==> src/rtl/arcade_input_pkg.sv <==
// Shared constants for the arcade input mux: PS/2 scancodes, joystick bit
// positions, key-slot indices and the coin pulse FSM states.
package arcade_input_pkg;

    // Joystick bit positions within each player's 16-bit word
    localparam int J_R     = 0;
    localparam int J_L     = 1;
    localparam int J_D     = 2;
    localparam int J_U     = 3;
    localparam int J_FIRE  = 4;
    localparam int J_START = 5;
    localparam int J_AUTO  = 6;
    localparam int J_COIN  = 7;

    // Scancodes ({extended, code})
    localparam logic [8:0] SC_P1_U      = 9'h175;
    localparam logic [8:0] SC_P1_D      = 9'h172;
    localparam logic [8:0] SC_P1_L      = 9'h16B;
    localparam logic [8:0] SC_P1_R      = 9'h174;
    localparam logic [8:0] SC_P1_SPACE  = 9'h029;
    localparam logic [8:0] SC_P1_CTRL   = 9'h014;
    localparam logic [8:0] SC_P2_U      = 9'h02D;
    localparam logic [8:0] SC_P2_D      = 9'h02B;
    localparam logic [8:0] SC_P2_L      = 9'h023;
    localparam logic [8:0] SC_P2_R      = 9'h034;
    localparam logic [8:0] SC_P2_FIRE   = 9'h01C;
    localparam logic [8:0] SC_START1    = 9'h016;
    localparam logic [8:0] SC_START1_F1 = 9'h005;
    localparam logic [8:0] SC_START2    = 9'h01E;
    localparam logic [8:0] SC_START2_F2 = 9'h006;
    localparam logic [8:0] SC_COIN_5    = 9'h02E;
    localparam logic [8:0] SC_COIN_6    = 9'h036;

    // One latched state bit per scancode so two keys sharing a function
    // release independently. Arrows come first.
    localparam int NUM_KEYS   = 17;
    localparam int NUM_ARROWS = 4;
    localparam int K_P1_U = 0,  K_P1_D = 1,  K_P1_L = 2,  K_P1_R = 3;
    localparam int K_P1_SPACE = 4, K_P1_CTRL = 5;
    localparam int K_P2_U = 6,  K_P2_D = 7,  K_P2_L = 8,  K_P2_R = 9;
    localparam int K_P2_FIRE = 10;
    localparam int K_START1 = 11, K_START1_F1 = 12;
    localparam int K_START2 = 13, K_START2_F2 = 14;
    localparam int K_COIN_5 = 15, K_COIN_6 = 16;

    localparam logic [8:0] KEY_CODES [NUM_KEYS] = '{
        SC_P1_U, SC_P1_D, SC_P1_L, SC_P1_R, SC_P1_SPACE, SC_P1_CTRL,
        SC_P2_U, SC_P2_D, SC_P2_L, SC_P2_R, SC_P2_FIRE,
        SC_START1, SC_START1_F1, SC_START2, SC_START2_F2,
        SC_COIN_5, SC_COIN_6
    };

    typedef enum logic [1:0] {
        COIN_IDLE,
        COIN_PULSE,
        COIN_WAIT_REL
    } coin_state_t;

    // Arrows also answer to their non-extended keypad twins (075 == 175)
    function automatic logic [NUM_KEYS-1:0] key_match(input logic [8:0] code);
        logic [NUM_KEYS-1:0] hit;
        for (int i = 0; i < NUM_KEYS; i++)
            hit[i] = (i < NUM_ARROWS) ? (code[7:0] == KEY_CODES[i][7:0])
                                      : (code == KEY_CODES[i]);
        return hit;
    endfunction

endpackage

==> src/rtl/arcade_coin_pulse.sv <==
// Coin pulse generator: one CYC-cycle active-low pulse per request, then
// waits for the request to drop before it can fire again.
module arcade_coin_pulse
    import arcade_input_pkg::*;
#(
    parameter int CYC = 120000
) (
    input  logic clk_sys,
    input  logic reset_n,
    input  logic req,
    output logic pulse_n
);
    localparam int CW = $clog2(CYC + 1);

    coin_state_t   state, state_nx;
    logic [CW-1:0] cnt, cnt_nx;
    logic          req_q, pulse_nx;

    always_ff @(posedge clk_sys or negedge reset_n) begin
        if (!reset_n) begin
            state   <= COIN_IDLE;
            cnt     <= '0;
            req_q   <= 1'b0;
            pulse_n <= 1'b1;
        end else begin
            state   <= state_nx;
            cnt     <= cnt_nx;
            req_q   <= req;
            pulse_n <= pulse_nx;
        end
    end

    always_comb begin
        state_nx = state;
        cnt_nx   = cnt;
        pulse_nx = pulse_n;
        case (state)
            COIN_IDLE: begin
                if (req && !req_q) begin
                    state_nx = COIN_PULSE;
                    cnt_nx   = '0;
                    pulse_nx = 1'b0;
                end
            end
            COIN_PULSE: begin
                if (cnt == CW'(CYC - 1)) begin
                    state_nx = COIN_WAIT_REL;
                    cnt_nx   = '0;
                    pulse_nx = 1'b1;
                end else begin
                    cnt_nx = cnt + CW'(1);
                end
            end
            COIN_WAIT_REL: begin
                if (!req)
                    state_nx = COIN_IDLE;
            end
            default: begin
                state_nx = COIN_IDLE;
                pulse_nx = 1'b1;
            end
        endcase
    end

endmodule

==> src/rtl/arcade_input_mux.sv <==
// Arcade control mux: PS/2 keys and per-player joysticks to registered
// active-low cabinet inputs plus a fixed-width coin pulse.
// Define AUTOFIRE_EN to make joy bit 6 an autofire button.
module arcade_input_mux
    import arcade_input_pkg::*;
#(
    parameter int NUM_PLAYERS  = 2,
    parameter int COIN_CYC     = 120000,
    parameter int AUTOFIRE_DIV = 400000
) (
    input  logic                      clk_sys,
    input  logic                      reset_n,
    input  logic [10:0]               ps2_key,
    input  logic [16*NUM_PLAYERS-1:0] joy,
    input  logic                      rotate,
    input  logic                      clear_keys,
    output logic [4*NUM_PLAYERS-1:0]  dir_n,
    output logic [NUM_PLAYERS-1:0]    fire_n,
    output logic [NUM_PLAYERS-1:0]    start_n,
    output logic                      coin_n
);
    logic                tog_q, hist_ok, key_evt;
    logic [NUM_KEYS-1:0] keys, hit;

    assign hit     = key_match(ps2_key[8:0]);
    assign key_evt = hist_ok && (ps2_key[10] != tog_q);

    // hist_ok gates the first post-reset cycle so the toggle history is
    // loaded from the live input instead of producing a phantom event.
    always_ff @(posedge clk_sys or negedge reset_n) begin
        if (!reset_n) begin
            tog_q   <= 1'b0;
            hist_ok <= 1'b0;
            keys    <= '0;
        end else begin
            tog_q   <= ps2_key[10];
            hist_ok <= 1'b1;
            if (clear_keys)
                keys <= '0;
            else if (key_evt)
                keys <= (keys & ~hit) | (hit & {NUM_KEYS{ps2_key[9]}});
        end
    end

    // Keyboard contribution per player, {R,L,D,U}; players 3..4 have none
    logic [3:0][3:0] kdir;
    logic [3:0]      kfire, kstart;

    always_comb begin
        kdir      = '0;
        kfire     = '0;
        kstart    = '0;
        kdir[0]   = {keys[K_P1_R], keys[K_P1_L], keys[K_P1_D], keys[K_P1_U]};
        kdir[1]   = {keys[K_P2_R], keys[K_P2_L], keys[K_P2_D], keys[K_P2_U]};
        kfire[0]  = keys[K_P1_SPACE] | keys[K_P1_CTRL];
        kfire[1]  = keys[K_P2_FIRE];
        kstart[0] = keys[K_START1] | keys[K_START1_F1];
        kstart[1] = keys[K_START2] | keys[K_START2_F2];
    end

    logic [4*NUM_PLAYERS-1:0] dir_nx;
    logic [NUM_PLAYERS-1:0]   fire_nx, start_nx, coin_joy, af;

    for (genvar p = 0; p < NUM_PLAYERS; p++) begin : g_player
        logic u, d, l, r;
        assign u = kdir[p][0] | joy[16*p + J_U];
        assign d = kdir[p][1] | joy[16*p + J_D];
        assign l = kdir[p][2] | joy[16*p + J_L];
        assign r = kdir[p][3] | joy[16*p + J_R];

        // Rotated cabinet: U<-L, D<-R, L<-D, R<-U
        assign dir_nx[4*p +: 4] = rotate ? ~{u, d, r, l} : ~{r, l, d, u};
        assign fire_nx[p]  = ~(kfire[p] | joy[16*p + J_FIRE] | af[p]);
        assign start_nx[p] = ~(kstart[p] | joy[16*p + J_START]);
        assign coin_joy[p] = joy[16*p + J_COIN]
                           | (joy[16*p + J_START] & joy[16*p + J_FIRE]);

`ifdef AUTOFIRE_EN
        localparam int AW = $clog2(AUTOFIRE_DIV + 1);
        logic [AW-1:0] af_cnt;
        logic          af_ph;

        // Phase idles high so a fresh press fires at once
        always_ff @(posedge clk_sys or negedge reset_n) begin
            if (!reset_n) begin
                af_cnt <= '0;
                af_ph  <= 1'b1;
            end else if (!joy[16*p + J_AUTO]) begin
                af_cnt <= '0;
                af_ph  <= 1'b1;
            end else if (af_cnt == AW'(AUTOFIRE_DIV - 1)) begin
                af_cnt <= '0;
                af_ph  <= ~af_ph;
            end else begin
                af_cnt <= af_cnt + AW'(1);
            end
        end
        assign af[p] = joy[16*p + J_AUTO] & af_ph;
`else
        assign af[p] = 1'b0;
`endif
    end

    always_ff @(posedge clk_sys or negedge reset_n) begin
        if (!reset_n) begin
            dir_n   <= '1;
            fire_n  <= '1;
            start_n <= '1;
        end else begin
            dir_n   <= dir_nx;
            fire_n  <= fire_nx;
            start_n <= start_nx;
        end
    end

    arcade_coin_pulse #(
        .CYC(COIN_CYC)
    ) u_coin (
        .clk_sys(clk_sys),
        .reset_n(reset_n),
        .req    (keys[K_COIN_5] | keys[K_COIN_6] | (|coin_joy)),
        .pulse_n(coin_n)
    );

    logic unused_ok;
    assign unused_ok = ^{joy, kdir, kfire, kstart, (AUTOFIRE_DIV > 0)};

endmodule

==> config.mk <==
export PLATFORM = sky130hd
export DESIGN_NAME = arcade_input_mux
export DESIGN_NICKNAME = d
export VERILOG_FILES = /design/src/rtl/arcade_input_pkg.sv /design/src/rtl/arcade_coin_pulse.sv /design/src/rtl/arcade_input_mux.sv
export SDC_FILE = /design/constraint.sdc
export NUM_CORES = 1
export LEC_CHECK = 0
export BUFFER_PORTS_ARGS = -buffer_cell sky130_fd_sc_hd__buf_2
export CAP_MARGIN = 10
export CORE_MARGIN = 1.5
export CORE_UTILIZATION = 58
export DETAILED_ROUTE_END_ITERATION = 10
export PLACE_DENSITY = 0.85
export SLEW_MARGIN = 20
export SYNTH_ARGS = -nofsm -noshare
export SYNTH_HDL_FRONTEND = slang
export SYNTH_HIERARCHICAL = 1
export SYNTH_SLANG_ARGS = --single-unit
export TNS_END_PERCENT = 20
==> constraint.sdc <==
create_clock -name clk_sys -period 3.9 [get_ports clk_sys]
set_clock_uncertainty 0.15 [all_clocks]
set_input_delay 0.78 -clock clk_sys [delete_from_list [all_inputs] [get_ports clk_sys]]
set_output_delay 0.78 -clock clk_sys [all_outputs]
set_load 0.02 [all_outputs]
# Word level (Yosys, flattened, before mapping)

Index checks and enable logic that the tools add are counted.
W data, S select, Z words.

Add/subtract/negate cells: 1
Eq/ne operators: 24
Muxes and demuxes: 14
Bitwise logic cells: 34
Reduce and logical (&&, ||, !) cells: 10

Operators with widths:

| operator                | number |
|---|---|
| $mux W17                | 4 |
| $eq A9 B6 Y1 const B    | 7 |
| $eq A9 B5 Y1 const B    | 4 |
| $and A17 B17 Y17        | 2 |
| $pmux W17 S2            | 1 |
| $eq A8 B7 Y1 const B    | 4 |
| $or A1 B1 Y1            | 19 |
| $eq A9 B3 Y1 const B    | 2 |
| $add A17 B1 Y17 const B | 1 |
| $eq A17 B17 Y1 const B  | 1 |
| $not A17 Y17            | 1 |
| $or A17 B17 Y17         | 1 |
| $not A4 Y4              | 4 |
| $mux W4                 | 2 |
| $mux W2                 | 3 |
| $pmux W2 S3             | 1 |
| $reduce_and A3 Y1       | 2 |
| $not A1 Y1              | 5 |
| $ne A2 B1 Y1 const B    | 2 |
| $reduce_bool A2 Y1      | 2 |
| $pmux W1 S3             | 1 |
| $and A1 B1 Y1           | 2 |
| $eq A2 B1 Y1 const B    | 1 |
| $eq A2 B2 Y1 const B    | 1 |
| other kinds (8)         | 10 |

Register bits after elaboration: 52
Output and inout port bits: 13
Logic and storage cells: 93

# Depth between registers and ports, before layout

Gate-level depths: netlist of the first run.

Depth after elaboration: 7
Depth in mapped cells: 8
Mapped depth without buffers: 6

# By module

The synthesis of the first run kept the hierarchy.

Modules (own cells, without submodules):

| module            | times used | cells each | area an instance (um^2) | seq. area each (um^2) |
|---|---|---|---|---|
| arcade_input_mux  | 1          | 139        | 1507.7                  | 790.8 |
| arcade_coin_pulse | 1          | 109        | 1119.8                  | 526.8 |

# Worst setup path before layout of the first run

OpenSTA, ideal clock, no wires.

Path kind: input -> register
Start: input port ps2_key[6]
End: register keys[14]
Setup time: 0.140 ns
Data arrival time: 2.104 ns
Setup slack: 1.507 ns
Cell stages on the path: 4
Path buffers: 0
Cell sequence: or3_1 or4_1 o311ai_0 o41ai_1

Longest elaborated chain between the ends: 6

Ends and longest elaborated chain:

| item                 | line                   | text |
|---|---|---|
| start, declared      | arcade_input_mux.sv:13 | `input logic [10:0] ps2_key,` |
| $eq A9 B3 Y1 *       | arcade_input_pkg.sv:64 | `: (code == KEY_CODES[i]);` |
| $not A17 Y17         | arcade_input_mux.sv:41 | `keys <= (keys & ~hit) \| (hit & {NUM_KEYS{ps2_key[9]}});` |
| $and A17 B17 Y17     | arcade_input_mux.sv:41 |  |
| $or A17 B17 Y17 *    | arcade_input_mux.sv:41 |  |
| $mux W17 *           | arcade_input_mux.sv:40 | `else if (key_evt)` |
| $mux W17 *           | arcade_input_mux.sv:38 | `if (clear_keys)` |
| end signal, assigned | arcade_input_mux.sv:41 |  |
| end, declared        | arcade_input_mux.sv:23 | `logic [NUM_KEYS-1:0] keys, hit;` |

Every way passes the cells marked *; elsewhere a longest branch is shown, timed or not. The select of a mux whose other input is x is not followed.
A chain may end at the register's enable or synchronous reset.

# Worst setup path after layout of the first run

Start: input port joy[5]
End: register u_coin.cnt[16]

Longest elaborated chain between the ends: 7

Ends and longest elaborated chain:

| item                        | line                    | text |
|---|---|---|
| start, declared             | arcade_input_mux.sv:14  | `input logic [16*NUM_PLAYERS-1:0] joy,` |
| $and A1 B1 Y1               | arcade_input_mux.sv:76  | `\| (joy[16*p + J_START] & joy[16*p + J_FIRE]);` |
| $or A1 B1 Y1                | arcade_input_mux.sv:76  |  |
| $reduce_or A2 Y1            | arcade_input_mux.sv:121 | `.req (keys[K_COIN_5] \| keys[K_COIN_6] \| (\|coin_joy)),` |
| $or A1 B1 Y1                | arcade_input_mux.sv:121 |  |
| $logic_and A1 B1 Y1         | arcade_coin_pulse.sv:39 | `if (req && !req_q) begin` |
| $ne A2 B1 Y1 (no line)      | --                      |  |
| $reduce_and A2 Y1 (no line) | --                      |  |
| end signal, assigned        | arcade_coin_pulse.sv:27 | `cnt <= cnt_nx;` |
| end, declared               | arcade_coin_pulse.sv:16 | `logic [CW-1:0] cnt, cnt_nx;` |

No other way between the ends.

==> impl_metrics.yaml, run 1 <==
worst_setup_path:
  rr_endpoint: "u_coin/cnt[16]"
  cp.buffers_inverters: 1
  crit_chain: "buf_2 > a22oi_1 > nand2_1 > nor2b_1 > o21ai_1 > or4_1 > a21oi_1"
  cp_slowest_cell: "nor2b_1"
  crit_type: "in2reg"
  critical-path-max-stage-delay_ps: 650
  crit_family: "simple AND/OR/NAND/NOR gates"
  rr_worst_depth: 6
  start_kind: "input port"
  r2r_setup_slack_ps: 1580
  worst-path-max-fanout: 10
  arrival_ps: 2600
  r2r_start: "keys[16]"
  cp-end-kind: "register"
  crit_required_ps: 3980
global_route:
  grt_use_total_pct: 23.7
  grt_pass1_vias: 2085
  antenna_found_initial: 0
  grt_max_degree: 32
  grt_overflow: 0
  grt_first_pass_wirelength_mm: 9.35
synth:
  syn_area_um2: 2630
  yosysMostFrequentCell: "dfrtp_1"
  synth_top_area_cell: "dfrtp_1"
  synthCells: 248
  ys_warn_count: 6
  synth_flop_cell: "dfrtp_1"
  yosysUniqueCellTypes: 59
  synth_edf_count: 0
  ys_top_cells_by_count: "dfrtp_1, nor2_1, nand2_1, dfstp_2, mux2i_1"
  avgSynthCellArea_um2: 10.6
  async_flop_share_pct: 100
  synth_top_area_share_pct: 37.1
  ys_ff_latch: 52
  synthTopCellsByArea: "dfrtp_1, dfstp_2, mux2i_1, nor2_1, mux2_2"
  seq_area_frac_synth_pct: 50.1
  synth_fp_nets: 296
clock_network:
  clock_latency_ps: 300
  tritoncts: "done"
  htreeDepth: 2
  clk_pin_slew_ps: 90
  cts_hold_buffers: 0
  post_cts_resized: 0
  cts-root-buf: "clkbuf_8"
  cts_buffers: 5
  clock_path_buffers: 2
  cts_sinks: 52
  post-cts-setup-buffers: 0
routing:
  drc: 0
  ant_nets: 0
  drtPass1Iterations: 4
  wl_per_cell_um: 15.3
  vias_per_cell: 6.04
  via_count: 2047
  totalWireLength_mm: 5.18
  drtIter0Drc: 105
sta:
  hold_viol_final: 0
  finalCritPeriodShare_pct: 64.6
  relSlewSlack_pct: 36.5
  holdWs_ps: 258
  period_needed_ps: 2520
  fmax_ghz: 0.397
  tns_ps: 0
  report.final.slew_viol_count: 0
  worst_pin_slew_ps: 946
  rsz0062_at_grt: "false"
  setup_viol: 0
place:
  hpwl_mm: 3.82
  placed_area_um2: 2840
  gp_congestion: 0.893
  io_buffers: 41
  dp.cells: 331
hold_path:
  worstHoldEndpoint: "start_n[1]"
  hold_depth: 1
  min_from: "keys[14]"
  hold_path_class: "reg2reg"
status:
  status: "finished, final reports clean"
floorplanning:
  die_h_um: 70.3
  rows: 24
  io_pins: 60
  die_area_um2: 4940
  die_x_um: 70.3
  initial_core_util_pct: 60.3
  core_area_um2: 4350
final_layout:
  area_delta_synth_final_pct: 14.1
  fin_util_pct: 68.9
  final_area_um2: 3000
  nets: 334
  antenna_cells: 0
  drive_gt1_share_pct: 28.9
  finalNonFillerCells: 339
power_and_ir_drop:
  p_per_area_nw_per_um2: 446
  vdd_drop_max_mv: 0.200
  p_leak_nw: 1.31
run:
  drv_cap: 0
cell families (layout without fill, tap and decap cells):
kind of cell / count (synthesis) / in the layout / share of synthesized area (%)
and+or+nand+nor: 111 / 111 / 24.1
DFF: 52 / 52 / 50.1
AOI/OAI and AO/OA: 41 / 41 / 11.5
muxes: 20 / 20 / 8.05
buffers and inverters: 14 / 53 / 2.95
xor gates and xnor gates: 8 / 8 / 2.67
adders and majority gates: 1 / 1 / 0.476
other: 1 / 1 / 0.143
report_power, final:
group / internal [mW] / leakage [nW] / switching [mW]
registers: 0.591 / 0.655 / 0.0386
logic: 0.0926 / 0.577 / 0.119
clock network: 0.321 / 0.0784 / 0.174
worst max path at each step:
stage	slack [ps]	cells past startpoint	end	from
3_5_place_dp	1080	7	u_coin/cnt[16]	joy[5]
4_1_cts	1390	7	u_coin/cnt[16]	joy[4]
6_report	1380	7	u_coin/cnt[16]	joy[5]
3_3_place_gp	1150	7	u_coin/cnt[16]	joy[4]
5_1_grt	1190	7	u_coin/cnt[16]	joy[4]
2_1_floorplan	1510	4	keys[14]	ps2_key[6]
flip-flops by register name (all words and copies together), names as in the netlist:
name / cells
keys: 17
u_coin/cnt: 17
dir_n: 8
fire_n: 2
start_n: 2
u_coin/state: 2
hist_ok: 1
tog_q: 1
u_coin/pulse_n: 1
u_coin/req_q: 1
layout by cell type, fill, tap and decap left out, types with 4 or more instances in the layout:
cell type / synthesis / layout
clkbuf_8: 0 / 5
nand2b_1: 5 / 5
or3_1: 8 / 8
o21ai_0: 8 / 8
buf_2: 4 / 41
mux2i_1: 11 / 11
o211ai_1: 4 / 4
nor3_1: 6 / 6
nor4_1: 7 / 7
dfrtp_1: 39 / 39
xor2_1: 6 / 6
o41ai_1: 4 / 4
a21oi_1: 8 / 8
nand2_1: 21 / 21
mux2_2: 9 / 9
or4_1: 4 / 4
nor2_1: 28 / 28
dfstp_2: 13 / 13
cell type report:
| cell class | instances | area (um2) |
|---|---|---|
| timing repair buffer | 42 | 213 |
| tap | 52 | 65.1 |
| clock inverter | 3 | 90.1 |
| sequential | 52 | 1320 |
| inverter | 3 | 11.3 |
| multi-input combinational | 182 | 1230 |
| clock buffer | 5 | 68.8 |
| fill | 313 | 1360 |
metal layers:
metal	vias to the layer above	GRT usage [%]	share of wire [%]
li1	992	-	-
met1	997	30.1	43
met2	54	40.4	52
met3	4	4.47	4.2
met4	0	8.33	0.93
met5	-	0	0
per-stage QoR:
step | worst slack [ps] | power [mW]
4_1_cts | 1390 | 1.35
3_3_place_gp | 1150 | 0.839
2_1_floorplan | 1510 | 0.781
6_report | 1380 | 1.34
5_1_grt | 1190 | 1.40
3_5_place_dp | 1080 | 0.851
(Power assumes the default switching activity.)
==> inputs of run 2 (changes only) <==
--- a/config.mk
+++ b/config.mk
@@ -8,9 +8,9 @@
 export BUFFER_PORTS_ARGS = -buffer_cell sky130_fd_sc_hd__buf_2
 export CAP_MARGIN = 10
 export CORE_MARGIN = 1.5
-export CORE_UTILIZATION = 58
+export CORE_UTILIZATION = 48
 export DETAILED_ROUTE_END_ITERATION = 10
-export PLACE_DENSITY = 0.85
+export PLACE_DENSITY = 0.75
 export SLEW_MARGIN = 20
 export SYNTH_ARGS = -nofsm -noshare
 export SYNTH_HDL_FRONTEND = slang
==> constraint.sdc (replaced) <==
create_clock -name clk_sys -period 2.2 [get_ports clk_sys]
set_clock_uncertainty 0.15 [all_clocks]
set_input_delay 0.44 -clock clk_sys [delete_from_list [all_inputs] [get_ports clk_sys]]
set_output_delay 0.44 -clock clk_sys [all_outputs]
set_load 0.02 [all_outputs]
==> run 2 against run 1 <==
Worst setup slack got worse by 1200 ps. Die area rose by 20%. Routed wire length rose by 2.7%. Total power rose by 62%.
==> impl_metrics.yaml, run 2 (same netlist as run 1, synthesis figures left out) <==
sta:
  report.final.slew_viol_count: 0
  finalCritPeriodShare_pct: 90.3
  period_needed_ps: 1990
  holdWs_ps: 99.1
  worst_pin_slew_ps: 506
  setup_viol: 0
  relSlewSlack_pct: 66.2
  fmax_ghz: 0.503
  rsz0062_at_grt: "false"
  hold_viol_final: 0
  worst_slack_ps: 213
  tns_ps: 0
final_layout:
  fillerInstances: 460
  multiInputGateArea_um2: 1240
  mostFrequentLayoutCells: "buf_2, dfrtp_1, nor2_1, nand2_1, dfstp_2"
  nets: 344
  drive_gt1_share_pct: 31.0
  area_delta_synth_final_pct: 16.9
  largestRegisters: "keys (17), u_coin/cnt (17), dir_n (8)"
  antenna_cells: 0
  final_common_cell: "buf_2"
  finalNonFillerCells: 367
  register_area_um2: 1320
clock_network:
  cts_buffers: 5
  cts-root-buf: "clkbuf_8"
  htreeDepth: 2
  clock_latency_ps: 310
  post-cts-setup-buffers: 0
  cts_sinks: 52
  tritoncts: "done"
  clk_pin_slew_ps: 100
  clock_path_buffers: 2
place:
  gp_congestion: 0.931
  io_buffers: 41
  dp.cells: 358
  hpwl_mm: 3.81
  dp_worst_setup_slack_ps: -55.9
worst_setup_path:
  crit_chain: "nor4_1 > nand2_1 > nor2b_1 > buf_4 > o2111ai_1 > xor2_1 > nor2_1"
  cp_slowest_cell: "dfrtp_1"
  start_kind: "register"
  crit_required_ps: 2230
  critical-path-max-stage-delay_ps: 400
  cp-end-kind: "register"
  worst-path-max-fanout: 10
  r2r_start: "keys[15]"
  crit_type: "reg2reg"
  critical_path.startpoint: "keys[15]"
  arrival_ps: 2020
power_and_ir_drop:
  vdd_drop_max_mv: 0.444
  netSwitchingPower_uw: 601
  p_per_area_nw_per_um2: 707
  p_seq_share_pct: 51.4
  power.internal_mw: 1.57
  combPwrFrac_pct: 18.4
  p_leak_nw: 1.34
  fin_total_pwr_mw: 2.17
  pwr-share-clk_pct: 30.3
  p_sw_share_pct: 27.7
routing:
  drtIter0Drc: 97
  wl_per_cell_um: 14.5
  totalWireLength_mm: 5.32
  drtPass1Iterations: 4
  via_count: 2084
  vias_per_cell: 5.68
  ant_nets: 0
  drc: 0
global_route:
  grt_first_pass_wirelength_mm: 9.53
  grt_pass1_vias: 2088
  grt_overflow: 0
  grt_max_degree: 53
  antenna_found_initial: 0
  grt_use_total_pct: 20.1
status:
  status: "finished, final reports clean"
hold_path:
  hold_path_class: "in2reg"
  min_from: "joy[21]"
floorplanning:
  die_area_um2: 5930
  die_h_um: 77.0
  core_area_um2: 5200
  initial_core_util_pct: 50.5
  die_x_um: 77.0
  io_pins: 60
  rows: 26
run:
  drv_cap: 0
[run 2: cell types whose count changed in the layout (fill, tap and decap cells not counted)]
cell           before  now
buf_12              0    1
bufinv_16           3    1
buf_4               1    9
o21ai_2             1    0
dlygate4sd3_1       0    1
clkinvlp_4          0    1
o21ai_4             0    1
clkinv_2            0    1
[run 2: layout make-up]
cell class	count	share of cell area (%)
clock buffers	5	2.24
clock inverters	3	1.39
inverters	3	0.367
multi-input cells	182	40.4
flip-flops and latches	52	42.9
well taps	70	2.85
repair buffers	52	9.86
[run 2: metal layers]
metal / track usage, % / share of wire [%] / vias up
met1: 24.5 / 43 / 1007
met2: 34.6 / 51 / 58
met3: 4.64 / 4.8 / 10
met5: 0 / 0 / -
met4: 7.27 / 1.7 / 0
li1: - / - / 1009
[run 2: worst max-delay path, delay by kind of cell (launching register included)]
| kind | cells | cell delay [ps] |
|---|---|---|
| and+or+nand+nor | 4 | 600 |
| AOI/OAI and AO/OA | 1 | 350 |
| xor gates and xnor gates | 1 | 190 |
| buffers and inverters | 1 | 170 |
| DFF | 1 | 400 |
[run 2: timing repair]
| action | in CTS | in global routing |
|---|---|---|
| hold buffers | 1 | 0 |
| resized for setup | 0 | 1 |
| endpoints found under the setup margin | 0 | 7 |
| hold endpoints to repair | 39 | 0 |
[run 2: final timing paths]
path                            cells after the start  slack, ps       endpoint
worst max-delay path                                7        210  u_coin/cnt[9]
min in group asynchronous                           3        500       keys[11]
worst max register to register                      7        210  u_coin/cnt[9]
worst min register to register                      1        250     start_n[1]
worst min-delay path                                2        100     start_n[1]
max in group asynchronous                           3       1120       dir_n[2]
[run 2: power groups by stage]
| stage | combinational (mW) | clock, mW | sequential (mW) |
|---|---|---|---|
| floorplan | 0.243 | 0 | 1.14 |
| global placement | 0.386 | 0 | 1.13 |
| detailed placement | 0.396 | 0 | 1.13 |
| CTS | 0.400 | 0.672 | 1.12 |
| global route | 0.450 | 0.717 | 1.13 |
| finish | 0.399 | 0.657 | 1.12 |
[run 2: stage by stage]
step | instance area (um2) | utilization [%]
detailed placement | 2940 | 56.5
finish | 3070 | 59.0
floorplan | 2630 | -
global placement | 2940 | 56.5
CTS | 3060 | 58.8
global route | 3070 | 59.0
==> inputs of run 3 (changes only) <==
--- a/config.mk
+++ b/config.mk
@@ -7,10 +7,12 @@
 export LEC_CHECK = 0
 export BUFFER_PORTS_ARGS = -buffer_cell sky130_fd_sc_hd__buf_2
 export CAP_MARGIN = 10
+export CORE_ASPECT_RATIO = 1.25
 export CORE_MARGIN = 1.5
 export CORE_UTILIZATION = 48
 export DETAILED_ROUTE_END_ITERATION = 10
 export PLACE_DENSITY = 0.75
+export SETUP_SLACK_MARGIN = 0.4
 export SLEW_MARGIN = 20
 export SYNTH_ARGS = -nofsm -noshare
 export SYNTH_HDL_FRONTEND = slang
==> run 3 against run 2 <==
Routed wire length up 5.6%. Non-clock buffer count rose by 6. Global-route usage fell by 0.77 points. Sequential power about the same. Maximum frequency is 7.3% higher. Critical path depth down 1. Utilization is 2.1 points higher. Hold slack gained 11 ps. Sequential cell count is the same. Via count grew 1.5%. Worst setup slack gained 130 ps. Total power decreased by 1.6%. Critical endpoint is now u_coin/cnt[12].
==> impl_metrics.yaml, run 3 (same netlist as run 1, synthesis figures left out) <==
sta:
  rsz0062_at_grt: "true"
  finalCritPeriodShare_pct: 84.2
  hold_viol_final: 0
  fmax_ghz: 0.540
  relSlewSlack_pct: 65.9
  worst_pin_slew_ps: 511
  period_needed_ps: 1850
  worst_slack_ps: 347
  report.final.slew_viol_count: 0
  setup_viol: 0
worst_setup_path:
  r2r_setup_slack_ps: 350
  rr_endpoint: "u_coin/cnt[12]"
  worst-path-max-fanout: 7
  r2r_start: "keys[16]"
  cp_slowest_cell: "or4_1"
  cp-end-kind: "register"
  crit_type: "reg2reg"
  arrival_ps: 1930
  start_kind: "register"
  critical-path-max-stage-delay_ps: 430
  crit_chain: "nor4_2 > nand2_1 > nor2b_4 > o2111ai_4 > or4_1 > a21oi_1"
  crit_required_ps: 2280
  rr_worst_depth: 6
final_layout:
  fin_util_pct: 61.1
  finalNonFillerCells: 366
  mostFrequentLayoutCells: "buf_2, dfrtp_1, nor2_1, nand2_1, buf_4"
  area_delta_synth_final_pct: 20.6
  drive_gt1_share_pct: 36.2
  nets: 351
  final_area_um2: 3170
  final_common_cell: "buf_2"
  antenna_cells: 0
  largestRegisters: "keys (17), u_coin/cnt (17), dir_n (8)"
place:
  hpwl_mm: 3.96
  io_buffers: 41
  dp.cells: 350
  gp_congestion: 0.921
  dp_worst_setup_slack_ps: -207
  placed_area_um2: 2940
floorplanning:
  die_h_um: 85.7
  io_pins: 60
  die_x_um: 69.2
  initial_core_util_pct: 50.6
  core_area_um2: 5190
  die_area_um2: 5930
  rows: 29
clock_network:
  cts_sinks: 52
  htreeDepth: 2
  cts-root-buf: "clkbuf_8"
  clock_path_buffers: 2
  tritoncts: "done"
  clk_pin_slew_ps: 90
  cts_buffers: 5
  clock_latency_ps: 300
global_route:
  antenna_found_initial: 0
  grt_use_total_pct: 19.3
  grt_max_degree: 24
  grt_pass1_vias: 2085
  grt_overflow: 0
  grt_first_pass_wirelength_mm: 9.35
routing:
  via_count: 2116
  ant_nets: 0
  drtPass1Iterations: 4
  vias_per_cell: 5.78
  totalWireLength_mm: 5.62
  wl_per_cell_um: 15.4
  drtIter0Drc: 114
  drc: 0
hold_path:
  hold_path_class: "in2reg"
  hold_depth: 2
  worstHoldEndpoint: "fire_n[1]"
  min_from: "joy[20]"
power_and_ir_drop:
  p_per_area_nw_per_um2: 674
  p_leak_nw: 1.37
  vdd_drop_max_mv: 0.341
status:
  status: "finished, final reports clean"
run:
  drv_cap: 0
-- run 3: worst max-delay path, delay by kind of cell (launching register included) --
kind / cells / cell delay (ps)
AOI/OAI and AO/OA: 2 / 350
DFF: 1 / 370
and+or+nand+nor: 4 / 900
-- run 3: timing repair --
item,4_1_cts,5_1_grt
gates cloned,1,0
buffers inserted,3,3
endpoints found under the hold margin,20,0
gates resized for setup,7,5
endpoints found under the setup margin,17,19
hold buffers,1,0
pin swaps,2,7
-- run 3: report_power, final --
group          leakage (nW)  switching, mW  internal, mW
clock network        0.0434          0.310         0.255
logic                 0.676          0.239         0.210
registers             0.655         0.0733          1.05
-- run 3: cell type report --
cell class,count,area [um2]
Inverter,3,11.3
Tap cell,62,77.6
Sequential cell,52,1320
Clock inverter,2,15.0
Timing Repair Buffer,58,339
Fill cell,436,2020
Multi-Input combinational cell,183,1330
Clock buffer,6,82.6
-- run 3: stage by stage --
| step | hold WS (ps) | TNS, ps | total power [mW] |
|---|---|---|---|
| floorplan | -5.59 | 0 | 1.39 |
| global placement | 234 | -862 | 1.51 |
| detailed placement | 233 | -1120 | 1.53 |
| CTS | 98.5 | 0 | 2.11 |
| global route | 100 | 0 | 2.25 |
| finish | 110 | 0 | 2.14 |
-- run 3: worst max-delay path by stage --
stage / from / end / slack (ps) / cells past startpoint
after global routing: keys[16] / u_coin/cnt[12] / 280 / 6
after floorplan: ps2_key[6] / keys[12] / 270 / 4
after global placement: joy[5] / u_coin/cnt[16] / -180 / 7
after CTS: keys[16] / u_coin/cnt[12] / 390 / 6
after detailed placement: joy[5] / u_coin/cnt[16] / -210 / 7
final: keys[16] / u_coin/cnt[12] / 350 / 6
-- run 3: metal layers --
| metal | wire length [um] | up-vias | GRT usage (%) |
|---|---|---|---|
| met1 | 2350 | 1032 | 23.5 |
| met3 | 180 | 9 | 3.41 |
| li1 | - | 1027 | - |
| met2 | 3000 | 48 | 34.4 |
| met4 | 85 | 0 | 6.77 |
| met5 | 0 | - | 0 |
